==> src/rtl/vram_arbiter.sv <==
// Text-RAM arbiter: the display scan-out owns fixed prefetch slots, and the CPU
// gets the remaining cycles through a req/ready handshake (IDLE -> ACCESS -> DONE).
module vram_arbiter #(
  parameter int COLS   = 80,
  parameter int ROWS   = 30,
  parameter int AW     = 12,
  parameter int DW     = 8,
  parameter int HA_END = 639,
  parameter int VA_END = 479,
  parameter int LINE   = 799,
  parameter int SCREEN = 524
) (
  input  logic          clk_pix,
  input  logic          rst_pix_n,
  input  logic [9:0]    sx,
  input  logic [9:0]    sy,
  input  logic          cpu_req,
  input  logic          cpu_we,
  input  logic [AW-1:0] cpu_addr,
  input  logic [DW-1:0] cpu_wdata,
  output logic          cpu_ready,
  output logic [DW-1:0] cpu_rdata,
  output logic [AW-1:0] ram_addr,
  output logic          ram_we,
  output logic [DW-1:0] ram_wdata,
  input  logic [DW-1:0] ram_rdata,
  output logic [DW-1:0] char_code
);

  localparam int CELLS = COLS * ROWS;

  typedef enum logic [1:0] {IDLE, ACCESS, DONE} state_t;

  state_t        state;
  logic          vld_p1;
  logic [9:0]    ns;
  logic          slot_a;
  logic          slot_b;
  logic          disp_slot;
  logic [AW-1:0] slot_addr;
  logic          in_range;
  logic          grant;

  function automatic logic [AW-1:0] cell_addr(input logic [5:0] row, input logic [6:0] col);
    return AW'(int'(row) * COLS + int'(col));
  endfunction

  // Slot A prefetches the next column in-line; slot B prefetches column 0 of the next line.
  always_comb begin
    ns        = (sy == 10'(SCREEN)) ? 10'd0 : sy + 10'd1;
    slot_a    = (sx[2:0] == 3'd0) && (sx <= 10'(8 * (COLS - 2))) && (sx <= 10'(HA_END))
                && (sy <= 10'(VA_END));
    slot_b    = (sx == 10'(LINE - 7)) && (ns <= 10'(VA_END));
    disp_slot = slot_a || slot_b;
    slot_addr = slot_a ? cell_addr(sy[9:4], sx[9:3] + 7'd1) : cell_addr(ns[9:4], 7'd0);
    in_range  = int'(cpu_addr) < CELLS;
    grant     = rst_pix_n && (state == IDLE) && cpu_req && !disp_slot;
  end

  always_comb begin
    ram_addr  = '0;
    ram_we    = 1'b0;
    ram_wdata = '0;
    if (disp_slot) begin
      ram_addr = slot_addr;
    end else if (grant) begin
      ram_addr  = cpu_addr;
      ram_we    = cpu_we && in_range;
      ram_wdata = cpu_wdata;
    end
  end

  // p1: RAM data for the slot issued last cycle is on ram_rdata; register it as char_code.
  always_ff @(posedge clk_pix) begin
    if (!rst_pix_n) begin
      state     <= IDLE;
      cpu_ready <= 1'b0;
      cpu_rdata <= '0;
      char_code <= '0;
      vld_p1    <= 1'b0;
    end else begin
      vld_p1    <= disp_slot;
      cpu_ready <= 1'b0;
      if (vld_p1) char_code <= ram_rdata;
      case (state)
        IDLE:    if (grant) state <= ACCESS;
        ACCESS: begin
          cpu_rdata <= in_range ? ram_rdata : '0;
          cpu_ready <= 1'b1;
          state     <= DONE;
        end
        DONE:    state <= IDLE;
        default: state <= IDLE;
      endcase
    end
  end

endmodule

==> config.mk <==
export PLATFORM = sky130hd
export DESIGN_NAME = vram_arbiter
export DESIGN_NICKNAME = d
export VERILOG_FILES = /design/src/rtl/vram_arbiter.sv
export SDC_FILE = /design/constraint.sdc
export NUM_CORES = 1
export LEC_CHECK = 0
export BUFFER_PORTS_ARGS = -buffer_cell sky130_fd_sc_hd__buf_2
export CAP_MARGIN = 20
export CORE_UTILIZATION = 30
export DETAILED_ROUTE_END_ITERATION = 12
export PLACE_DENSITY_LB_ADDON = 0.1
export SKIP_LAST_GASP = 1
export SLEW_MARGIN = 25
export SYNTH_ARGS = -nofsm -noshare
export SYNTH_HDL_FRONTEND = slang
export SYNTH_SLANG_ARGS = --single-unit
==> constraint.sdc <==
create_clock -name clk_pix -period 2.9 [get_ports clk_pix]
set_input_delay 0 -clock clk_pix [delete_from_list [all_inputs] [get_ports clk_pix]]
set_output_delay 0 -clock clk_pix [all_outputs]
set_load 0.01 [all_outputs]
Word level (Yosys, flattened, before mapping)
Index checks and enable logic that the tools add are counted.
{"block": "totals", "reg_bits": 20, "out_inout_bits": 38, "in_bits": 52, "elab_cells": 43}
{"block": "classes", "magnitude_cmp": 5, "mul": 2, "eq_ne": 4, "n_mux": 12, "n_reduce_logical": 12, "add_sub_neg": 3}
{"op": "12-bit 2-to-1 mux", "count": 3}
{"op": "8-bit 2-to-1 mux", "count": 3}
{"op": "10-bit == test, second input constant", "count": 2}
{"op": "10-bit less-or-equal comparator, second input constant", "count": 2}
{"op": "10-bit by 9-bit less-or-equal comparator with 1-bit output, second input constant", "count": 2}
{"op": "6-bit by 3-bit multiplier with 8-bit output, second input constant", "count": 2}
{"op": "12-bit by 7-bit adder with 12-bit output", "count": 1}
{"op": "12-bit less-than comparator, second input constant", "count": 1}
{"op": "10-bit by 1-bit adder with 10-bit output, second input constant", "count": 1}
{"op": "10-bit 2-to-1 mux", "count": 1}
{"op": "1-bit logical AND", "count": 8}
{"op": "7-bit by 1-bit adder with 7-bit output, second input constant", "count": 1}
{"op": "2-bit case mux with 2 select lines", "count": 1}
{"op": "3-bit logical NOT", "count": 1}
{"op": "1-bit 2-to-1 mux", "count": 3}
{"op": "2-bit by 1-bit == test with 1-bit output, second input constant", "count": 1}
{"op": "2-bit logical NOT", "count": 1}
{"op": "2-bit 2-to-1 mux", "count": 1}
{"op": "2-bit inequality test, second input constant", "count": 1}
{"op": "1-bit logical NOT", "count": 1}
{"op": "1-bit logical OR", "count": 1}

Depth between registers and ports, before layout
Gate-level depths: netlist (run 1).
{"block": "logic_depth", "ltp_word": 9, "mapped_depth": 13}

Worst setup path before layout (run 1)
No wires, ideal clock.
{"block": "synth_path", "kind": "input to output", "startpoint": "input port sy[0]", "endpoint": "output port ram_addr[11]", "setup_slack_ns": 0.739, "arrival_time_ns": 2.161, "n_path_buf": 0, "cell_stages": 10, "required_ns": 2.900, "cell_sequence": "nand4_1 o31a_1 o21ai_0 inv_1 ha_1 ha_1 a21o_1 a21oi_1 nor3b_1 a221o_1"}
{"block": "synth_via", "elab_chain_len": 9, "elab_cells_between_ends": 14, "cone_classes": "1 x add/sub; 1 x mul; 2 x order compare; 1 x eq/ne; 4 x mux; 5 x reduce/logical"}
{"element": "from (decl)", "line_no": "16", "rtl": "input logic [9:0] sy,"}
{"element": "branches (longest 8 deep; another with 10-bit by 1-bit adder with 10-bit output)"}
{"element": "12-bit 2-to-1 mux (*)", "line_no": "64", "rtl": "if (disp_slot) begin"}
{"element": "to (decl)", "line_no": "23", "rtl": "output logic [AW-1:0] ram_addr,"}
Every way passes the cells marked *.

Final worst setup path (run 1)
Ends and elaborated chain as after synthesis.

==> results of run 1 <==
[state kept, by name, indices dropped and copies added, names as in the netlist]
name and cells:
vld_p1 1, char_code 8, cpu_rdata 8, state 2
cpu_ready 1
[cell type report]
| class | instances | area, um2 |
|---|---|---|
| Clock buffer | 3 | 41.3 |
| Fill cell | 646 | 3530 |
| Inverter | 10 | 37.5 |
| Multi-Input combinational cell | 176 | 1390 |
| Sequential cell | 20 | 400 |
| Tap cell | 75 | 93.8 |
| Timing Repair Buffer | 92 | 468 |
[metal layers]
metal / vias up / track usage (%) / part of all wire [%]
met2: 35 / 27.8 / 49
li1: 950 / - / -
met1: 837 / 20.1 / 47
met5: - / 0 / 0
met4: 0 / 3.21 / 0.37
met3: 2 / 0.899 / 3.4
[per-stage QoR]
stage / setup slack (ns) / area, um2
2_1_floorplan: 0.739 / 1860
3_3_place_gp: 0.375 / 2390
3_5_place_dp: 0.297 / 2390
4_1_cts: 0.301 / 2430
5_1_grt: 0.0808 / 2430
6_report: 0.275 / 2430
[cells by family (layout without fill, tap and decap cells)]
logic type / after synthesis / count (layout)
fa+ha+maj: 23 / 23
compound gates: 41 / 41
flops: 20 / 20
simple gates: 85 / 85
buf+inv: 18 / 105
xor+xnor: 19 / 19
mux: 8 / 8
[power by group]
group | leakage (nW) | internal, mW | total, mW | switching (mW)
logic | 0.967 | 0.137 | 0.286 | 0.149
registers | 0.162 | 0.282 | 0.285 | 0.00379
clock network | 0.0216 | 0.0922 | 0.176 | 0.0836
total | 1.15 | 0.511 | 0.747 | 0.236
[tightest hold or removal path, delay by kind of cell]
kind,cells,cell delay [ns]
simple gates,1,0.05
compound gates,1,0.06
buf+inv,1,0.10
[cells in the final DEF (no fill, tap or decap), types with 4 or more instances in the layout]
cell | netlist | routed
buf_2 | 1 | 89
xor2_1 | 4 | 4
mux2i_1 | 8 | 8
and2_1 | 14 | 14
nor2_1 | 8 | 8
a21boi_0 | 8 | 8
a221o_1 | 8 | 8
nor2b_1 | 11 | 11
nand3_1 | 14 | 14
dfxtp_1 | 20 | 20
ha_1 | 20 | 20
nand2_1 | 12 | 12
xnor2_1 | 14 | 14
inv_1 | 10 | 10
a21oi_1 | 9 | 9
[worst max-delay path by stage]
| stage | startpoint | endpoint | depth (start not counted) |
|---|---|---|---|
| 4_1_cts | sy[0] | ram_addr[11] | 12 |
| 3_5_place_dp | sy[0] | ram_addr[11] | 12 |
| 2_1_floorplan | sy[0] | ram_addr[11] | 10 |
| 6_report | sy[0] | ram_addr[11] | 12 |
| 5_1_grt | sy[1] | ram_addr[11] | 12 |
| 3_3_place_gp | sy[0] | ram_addr[11] | 12 |
==> flow_summary.toml, run 1 <==
[min_path]
min-delay-start = "ram_rdata[3]"
worstHoldPathCells = 3
whs_endpoint = "cpu_rdata[3]"
hp-class = "input pin to flop"

[die]
core-area_mm2 = 0.00596
die-height_um = 80.8
ioPinCount = 90
fp.dieArea_mm2 = 0.00653
rows = 28
start_util_pct = 31.3
die_w_um = 80.8

[layout]
areaGrowthSynthToFinish_pct = 30.3
final_util_pct = 40.8
layout.cells.non_filler = 376
layout-drive-gt1-share_pct = 33.2
fin_nets = 378
n_antenna_cell = 0

[synthesis]
synth_area_leaders = "dfxtp_1 (21%), ha_1 (13%), xnor2_1 (6.6%), and2_1 (4.7%), a221o_1 (4.3%)"
synth_compound_area_share_pct = 17.9
ys_seq_area_share_pct = 21.5
synth_commonest_cells = "dfxtp_1 (20), ha_1 (20), and2_1 (14), nand3_1 (14), xnor2_1 (14)"
yosysUniqueCellTypes = 44
synth_top_flop_cell = "dfxtp_1"
synth_edf_count = 0
yosys_warnings = 0
synth-simple-area-share_pct = 26.0
synth_area_per_cell_um2 = 8.71
synth_top_area_share_pct = 21.5
synth_nets = 289
synth_seq_cells = 20
synth_xor_area_share_pct = 9.66
yosys.area.top_type = "dfxtp_1"
yosys-mux-area-fraction_pct = 4.30
synth_cells = 214
synth_top_family_by_area = "simple AND/OR/NAND/NOR gates"
async_flop_share_pct = 0
synth_area_mm2 = 0.00186
synth_adder_area_share_pct = 16.6

[setup_path]
max_stage_delay_ns = 0.39
reg2regPathDepth = 4
worst_ep_required_time_ns = 2.90
crit_chain = "buf_2, nand4_1, o31a_1, o21ai_0, inv_1, ha_1, ha_1, a21o_1, a21oi_1, nor3b_1, a221o_1, buf_2"
cp_max_fo = 7
critPathKind = "input pin to primary output"
critPathTopFamily = "compound AO/OA/AOI/OAI gates"
path_buf_inv = 3
cp-start-kind = "input pin"
endpoint_kind = "primary output"
r2r_end = "state[0]"
arrival_ns = 2.63
regToRegSetupSlack_ns = 1.43
crit_slowest_cell = "o31a_1"
rr_startpoint = "state[0]"

[clock_tree]
cts_repair_resize_count = 0
cts_sinks = 20
cts_max_path_buffers = 2
cts_tree = "built"
htreeDepth = 1
clk_latency_ns = 0.25
postCtsHoldBufs = 0
cts_buffers = 3
cts_root_buf = "clkbuf_8"
post_cts_buffers = 0
clk_pin_slew_worst_paths_ns = 0.07

[timing]
rsz0062_at_grt = "no"
final-max-slew-violation-count = 0
tns_ns = 0
finalHoldViolCount = 0
fmaxAchievable_mhz = 381
hold_slack_ns = 0.0190
max_slew.worst_pin.slew_ns = 0.716
fin_skew_ns = 0.000981
setup_violations = 0
slew_headroom_pct = 52.2
finalCriticalPeriod_ns = 2.63
finalCritPeriodShare_pct = 90.5

[power]
ir_worst_vdd_mv = 0.180
p_leak_nw = 1.15
total_power_mw = 0.747
power_density_mw_per_mm2 = 308

[place]
gp_congestion = 0.766
dp.cells = 373
io_buffer_count = 89
dp_hpwl_mm = 4.06

[detailed_routing]
ant_nets = 0
drc = 0
drt_iter0_drc = 52
via_count = 1824
first_pass_iters = 4
viasPerCell = 4.85
routed_wl_mm = 4.93
wl_per_cell_um = 13.1

[global_routing]
grt_max_degree = 21
grt_pass1_wl_mm = 8.00
antenna_found_initial = 0
grt_usage_pct = 15.4
gr-total-overflow = 0
grt_pass1_vias = 1658

[flow_run]
maxCapViolCount = 0

[run_status]
status = "finished, final reports clean"
No activity file was read; power rests on OpenSTA's default activity.
==> run 2: changes to the inputs <==
clock period = 3.3 ns   (was 2.9 ns; I/O delays follow)
==> run 2 against run 1 <==
Against the previous run:
- clock power grew 5%
- flip-flop and latch count is the same
- largest power group is now sequential cells
- worst hold slack lost 0.0077 ns
- critical endpoint unchanged
- largest cell class unchanged
==> flow_summary.toml, run 2 (same netlist as run 1, synthesis figures left out) <==
[min_path]
min-delay-start = "ram_rdata[6]"
hp-class = "input pin to flop"
worstHoldPathCells = 3
whs_endpoint = "cpu_rdata[6]"

[global_routing]
antenna_found_initial = 0
grt_pass1_vias = 1625
gr-total-overflow = 0
grt_usage_pct = 15.2
grt_pass1_wl_mm = 7.82
grt_max_degree = 21

[run_status]
status = "finished, final reports clean"

[timing]
max_slew.worst_pin.slew_ns = 0.703
finalCritPeriodShare_pct = 78.3
finalCriticalPeriod_ns = 2.58
rsz0062_at_grt = "no"
hold_slack_ns = 0.0113
slew_headroom_pct = 53.1
fmaxAchievable_mhz = 387
setup_violations = 0
tns_ns = 0
finalHoldViolCount = 0
final-max-slew-violation-count = 0
fin_skew_ns = 0.00107

[die]
fp.dieArea_mm2 = 0.00653
rows = 28
die_w_um = 80.8
core-area_mm2 = 0.00596
start_util_pct = 31.3
die-height_um = 80.8
ioPinCount = 90

[layout]
ff_latch_area_um2 = 400
largestRegisters = "char_code x8, cpu_rdata x8, state x2"
layout_common_cells = "buf_2 (89), ha_1 (20), dfxtp_1 (20)"
multi_input_area_mm2 = 0.00139
layout.cells.non_filler = 377
fin_nets = 378
nFillCells = 662
areaGrowthSynthToFinish_pct = 31.0
final_util_pct = 41.0
layout-drive-gt1-share_pct = 33.4
final_common_cell = "buf_2"
n_antenna_cell = 0

[clock_tree]
clk_latency_ns = 0.25
cts_sinks = 20
htreeDepth = 1
postCtsHoldBufs = 0
cts_buffers = 3
cts_root_buf = "clkbuf_8"
cts_max_path_buffers = 2
cts_tree = "built"
clk_pin_slew_worst_paths_ns = 0.07
post_cts_buffers = 0
cts_repair_resize_count = 0

[power]
ir_worst_vdd_mv = 0.169
power_density_mw_per_mm2 = 281
total_power_mw = 0.686
p_leak_nw = 1.16

[detailed_routing]
via_count = 1831
drt_iter0_drc = 40
wl_per_cell_um = 12.9
routed_wl_mm = 4.87
ant_nets = 0
drc = 0
viasPerCell = 4.86
first_pass_iters = 4

[place]
dp.cells = 373
dp_hpwl_mm = 4.01
gp_congestion = 0.770
io_buffer_count = 89

[setup_path]
arrival_ns = 2.58
reg2regPathDepth = 4
r2r_end = "state[0]"
rr_startpoint = "state[0]"
critPathKind = "input pin to primary output"
endpoint_kind = "primary output"
regToRegSetupSlack_ns = 1.85
cp_max_fo = 7
cp-start-kind = "input pin"
worst_ep_required_time_ns = 3.30

[flow_run]
maxCapViolCount = 0
## run 2: worst max path at each step
stage | start | end | slack (ns) | cells after the start
global route | sy[0] | ram_addr[11] | 0.49 | 12
global placement | sy[0] | ram_addr[11] | 0.77 | 12
floorplan | sy[0] | ram_addr[11] | 1.14 | 10
detailed placement | sy[0] | ram_addr[11] | 0.72 | 12
CTS | sy[0] | ram_addr[11] | 0.72 | 12
finish | sy[0] | ram_addr[11] | 0.72 | 12
## run 2: layer usage
layer / wire (um) / up-vias / share of wire (%) / global-route usage [%]
li1: - / 947 / - / -
met2: 2370 / 43 / 49 / 27.1
met3: 197 / 4 / 4.0 / 0.787
met4: 33 / 0 / 0.68 / 3.75
met5: 0 / - / 0 / 0
met1: 2270 / 837 / 47 / 19.9
## run 2: worst max-delay path, cell delays in order
cell and delay (ns):
buf_2 0.09, nand4_1 0.27, o31a_1 0.37, o21ai_0 0.33, inv_1 0.14, ha_1 0.30, ha_1 0.34, a21o_1 0.17
a21oi_1 0.13, nor3b_1 0.06, a221o_1 0.25, buf_2 0.14
## run 2: layout make-up
| cell class | count | area share [%] |
|---|---|---|
| well taps | 75 | 3.84 |
| inverters | 10 | 1.54 |
| clock buffers | 4 | 2.25 |
| flip-flops and latches | 20 | 16.4 |
| multi-input cells | 176 | 56.8 |
| repair buffers | 92 | 19.2 |
## run 2: metrics by stage
step	setup slack [ns]	instance area, um2
finish	0.717	2440
global route	0.485	2440
CTS	0.715	2440
detailed placement	0.719	2390
global placement	0.771	2390
floorplan	1.14	1860
## run 2: power by group
group | switching (mW) | total (mW) | internal [mW]
sequential | 0.00325 | 0.251 | 0.247
clock | 0.0793 | 0.185 | 0.106
combinational | 0.129 | 0.250 | 0.121
total | 0.211 | 0.686 | 0.474
==> run 3: changes to the inputs <==
ABC_AREA = 1   (was default)
clock period = 2.15 ns   (was 3.3 ns; I/O delays follow)
==> run 3 against run 2 <==
Against the previous run:
- flip-flop and latch count did not move
- total power grew 72%
- the run now ends with design-rule violations, negative setup slack left
- worst setup slack worse by 0.74 ns
- final area increased by 27%
- wire length grew 28%
- final cell count rose by 39%
- critical path depth up 7
- non-clock buffer count rose by 36
- sequential share of layout area fell by 3.5 points
- clock skew barely moved
- clock-buffer cell count shrank 1
==> flow_summary.toml, run 3 <==
[run_status]
status = "finished with violations"
failed_checks = "design-rule violations, negative setup slack"

[setup_path]
reg2regPathDepth = 3
cp-start-kind = "input pin"
arrival_ns = 2.18
endpoint_kind = "primary output"
worst_ep_required_time_ns = 2.15
cp_max_fo = 4
critPathKind = "input pin to primary output"

[layout]
largestRegisters = "char_code x8, cpu_rdata x8, state x2"
n_antenna_cell = 0
areaGrowthSynthToFinish_pct = 51.0
layout_common_cells = "buf_2 (81), nand2_1 (75), inv_1 (40), buf_4 (34), nor2_1 (28)"
fin_nets = 525
layout.cells.non_filler = 525
final_common_cell = "buf_2"
layout-drive-gt1-share_pct = 41.3

[clock_tree]
cts_sinks = 20
htreeDepth = 1
cts_max_path_buffers = 2
cts_root_buf = "clkbuf_8"
cts_tree = "built"
cts_buffers = 3
clk_pin_slew_worst_paths_ns = 0.07
clk_latency_ns = 0.25

[die]
die-height_um = 84.9
fp.dieArea_mm2 = 0.00720
die_w_um = 84.9
start_util_pct = 31.7
ioPinCount = 90
rows = 29
core-area_mm2 = 0.00649

[timing]
final-max-slew-violation-count = 0
finalHoldViolCount = 0
slew_headroom_pct = 74.5
fmaxAchievable_mhz = 459
fin_ws_ns = -0.0273
finalCriticalPeriod_ns = 2.18
fin_skew_ns = 0.00148
finalCritPeriodShare_pct = 101
tns_ns = -0.0482
max_slew.worst_pin.slew_ns = 0.382
rsz0062_at_grt = "yes"
setup_violations = 2

[min_path]
worstHoldPathCells = 3
hp-class = "input pin to flop"

[global_routing]
gr-total-overflow = 0
grt_usage_pct = 17.3
grt_pass1_vias = 2314
antenna_found_initial = 0
grt_max_degree = 24
grt_pass1_wl_mm = 10.1

[power]
p_leak_nw = 1.76
total_power_mw = 1.18
ir_worst_vdd_mv = 0.207
power_density_mw_per_mm2 = 379

[detailed_routing]
routed_wl_mm = 6.24
drc = 2
viasPerCell = 4.59
via_count = 2410
drt_iter0_drc = 74
first_pass_iters = 8
ant_nets = 0
wl_per_cell_um = 11.9

[synthesis]
async_flop_share_pct = 0
synth_top_area_share_pct = 19.4
synth_area_leaders = "dfxtp_1 (19%), nand2_1 (15%), ha_1 (12%), inv_1 (7.8%), nor2_1 (5.7%)"
synth_cells = 324
yosysUniqueCellTypes = 27
synth_nets = 399
synth_seq_cells = 20
synth_top_flop_cell = "dfxtp_1"
synth_edf_count = 0
synth_area_per_cell_um2 = 6.36
synth.most_common_cell = "nand2_1"
synth_commonest_cells = "nand2_1 (81), inv_1 (43), nor2_1 (31), o21ai_0 (23)"
yosys_warnings = 0
synth_area_mm2 = 0.00206
ys_seq_area_share_pct = 19.4
yosys.area.top_type = "dfxtp_1"

[place]
dp.cells = 510
gp_congestion = 0.846
io_buffer_count = 89
dp_slack_ns = -0.156
dp_hpwl_mm = 5.03

[flow_run]
maxCapViolCount = 0
## run 3: final cells by class
cell class / count / area [um2]
fillers: 709 / 3390
multi-input cells: 251 / 1590
repair buffers: 128 / 805
flip-flops and latches: 20 / 400
inverters: 46 / 173
well taps: 77 / 96.3
clock buffers: 3 / 41.3
## run 3: path summary, 6_finish.rpt
path                 from      endpoint  slack [ns]
min          ram_rdata[0]  cpu_rdata[0]       0.009
max reg2reg        vld_p1  char_code[0]        1.13
max                 sy[1]   ram_addr[9]       -0.03
min reg2reg  char_code[5]  char_code[5]        0.50
## run 3: stage by stage
step	util, %	hold slack [ns]	area, um2
after global placement	42.7	0.249	2770
after detailed placement	42.7	0.248	2770
after floorplan	-	0.0893	2060
final	47.9	0.00895	3110
after global routing	47.9	0.0122	3110
after CTS	45.1	0.00504	2930
## run 3: repair_timing
action                                 4_1_cts  5_1_grt
gates resized for setup                     13       33
buffers inserted                             2        5
hold buffers                                 5        0
setup endpoints to repair                    3        5
endpoints found under the hold margin        6        0
pin swaps                                   11       28
## run 3: logic make-up after synthesis
group | Yosys count | share of synthesized area, %
and+or+nand+nor | 180 | 41.6
buffers and inverters | 53 | 10.2
AOI/OAI and AO/OA | 37 | 8.99
adders and majority gates | 23 | 15.1
DFF | 20 | 19.4
xor gates and xnor gates | 11 | 4.68
## run 3: critical path, cell delays in order
cell     delay, ns
buf_8         0.08
nand2_4       0.06
nor2_8        0.14
nand3_2       0.09
xor2_1        0.14
inv_1         0.07
ha_1          0.28
ha_2          0.19
inv_2         0.04
fa_2          0.34
inv_2         0.06
nand2_2       0.05
buf_4         0.12
buf_4         0.12
nand3_1       0.08
nand2_1       0.06
nand2_1       0.08
nand2_1       0.06
buf_6         0.12
## run 3: metal layers
layer / global-route usage [%] / wire length, um / vias up
met1: 23.2 / 3100 / 1058
li1: - / - / 1290
met3: 3.99 / 304 / 4
met2: 29.0 / 2790 / 58
met5: 0 / 0 / -
met4: 2.31 / 38 / 0
## run 3: report_power, final
group	leakage (nW)	total [mW]	internal (mW)	switching [mW]
registers	0.163	0.395	0.387	0.00832
logic	1.58	0.548	0.258	0.290
clock network	0.0216	0.235	0.125	0.111
total	1.76	1.18	0.770	0.409
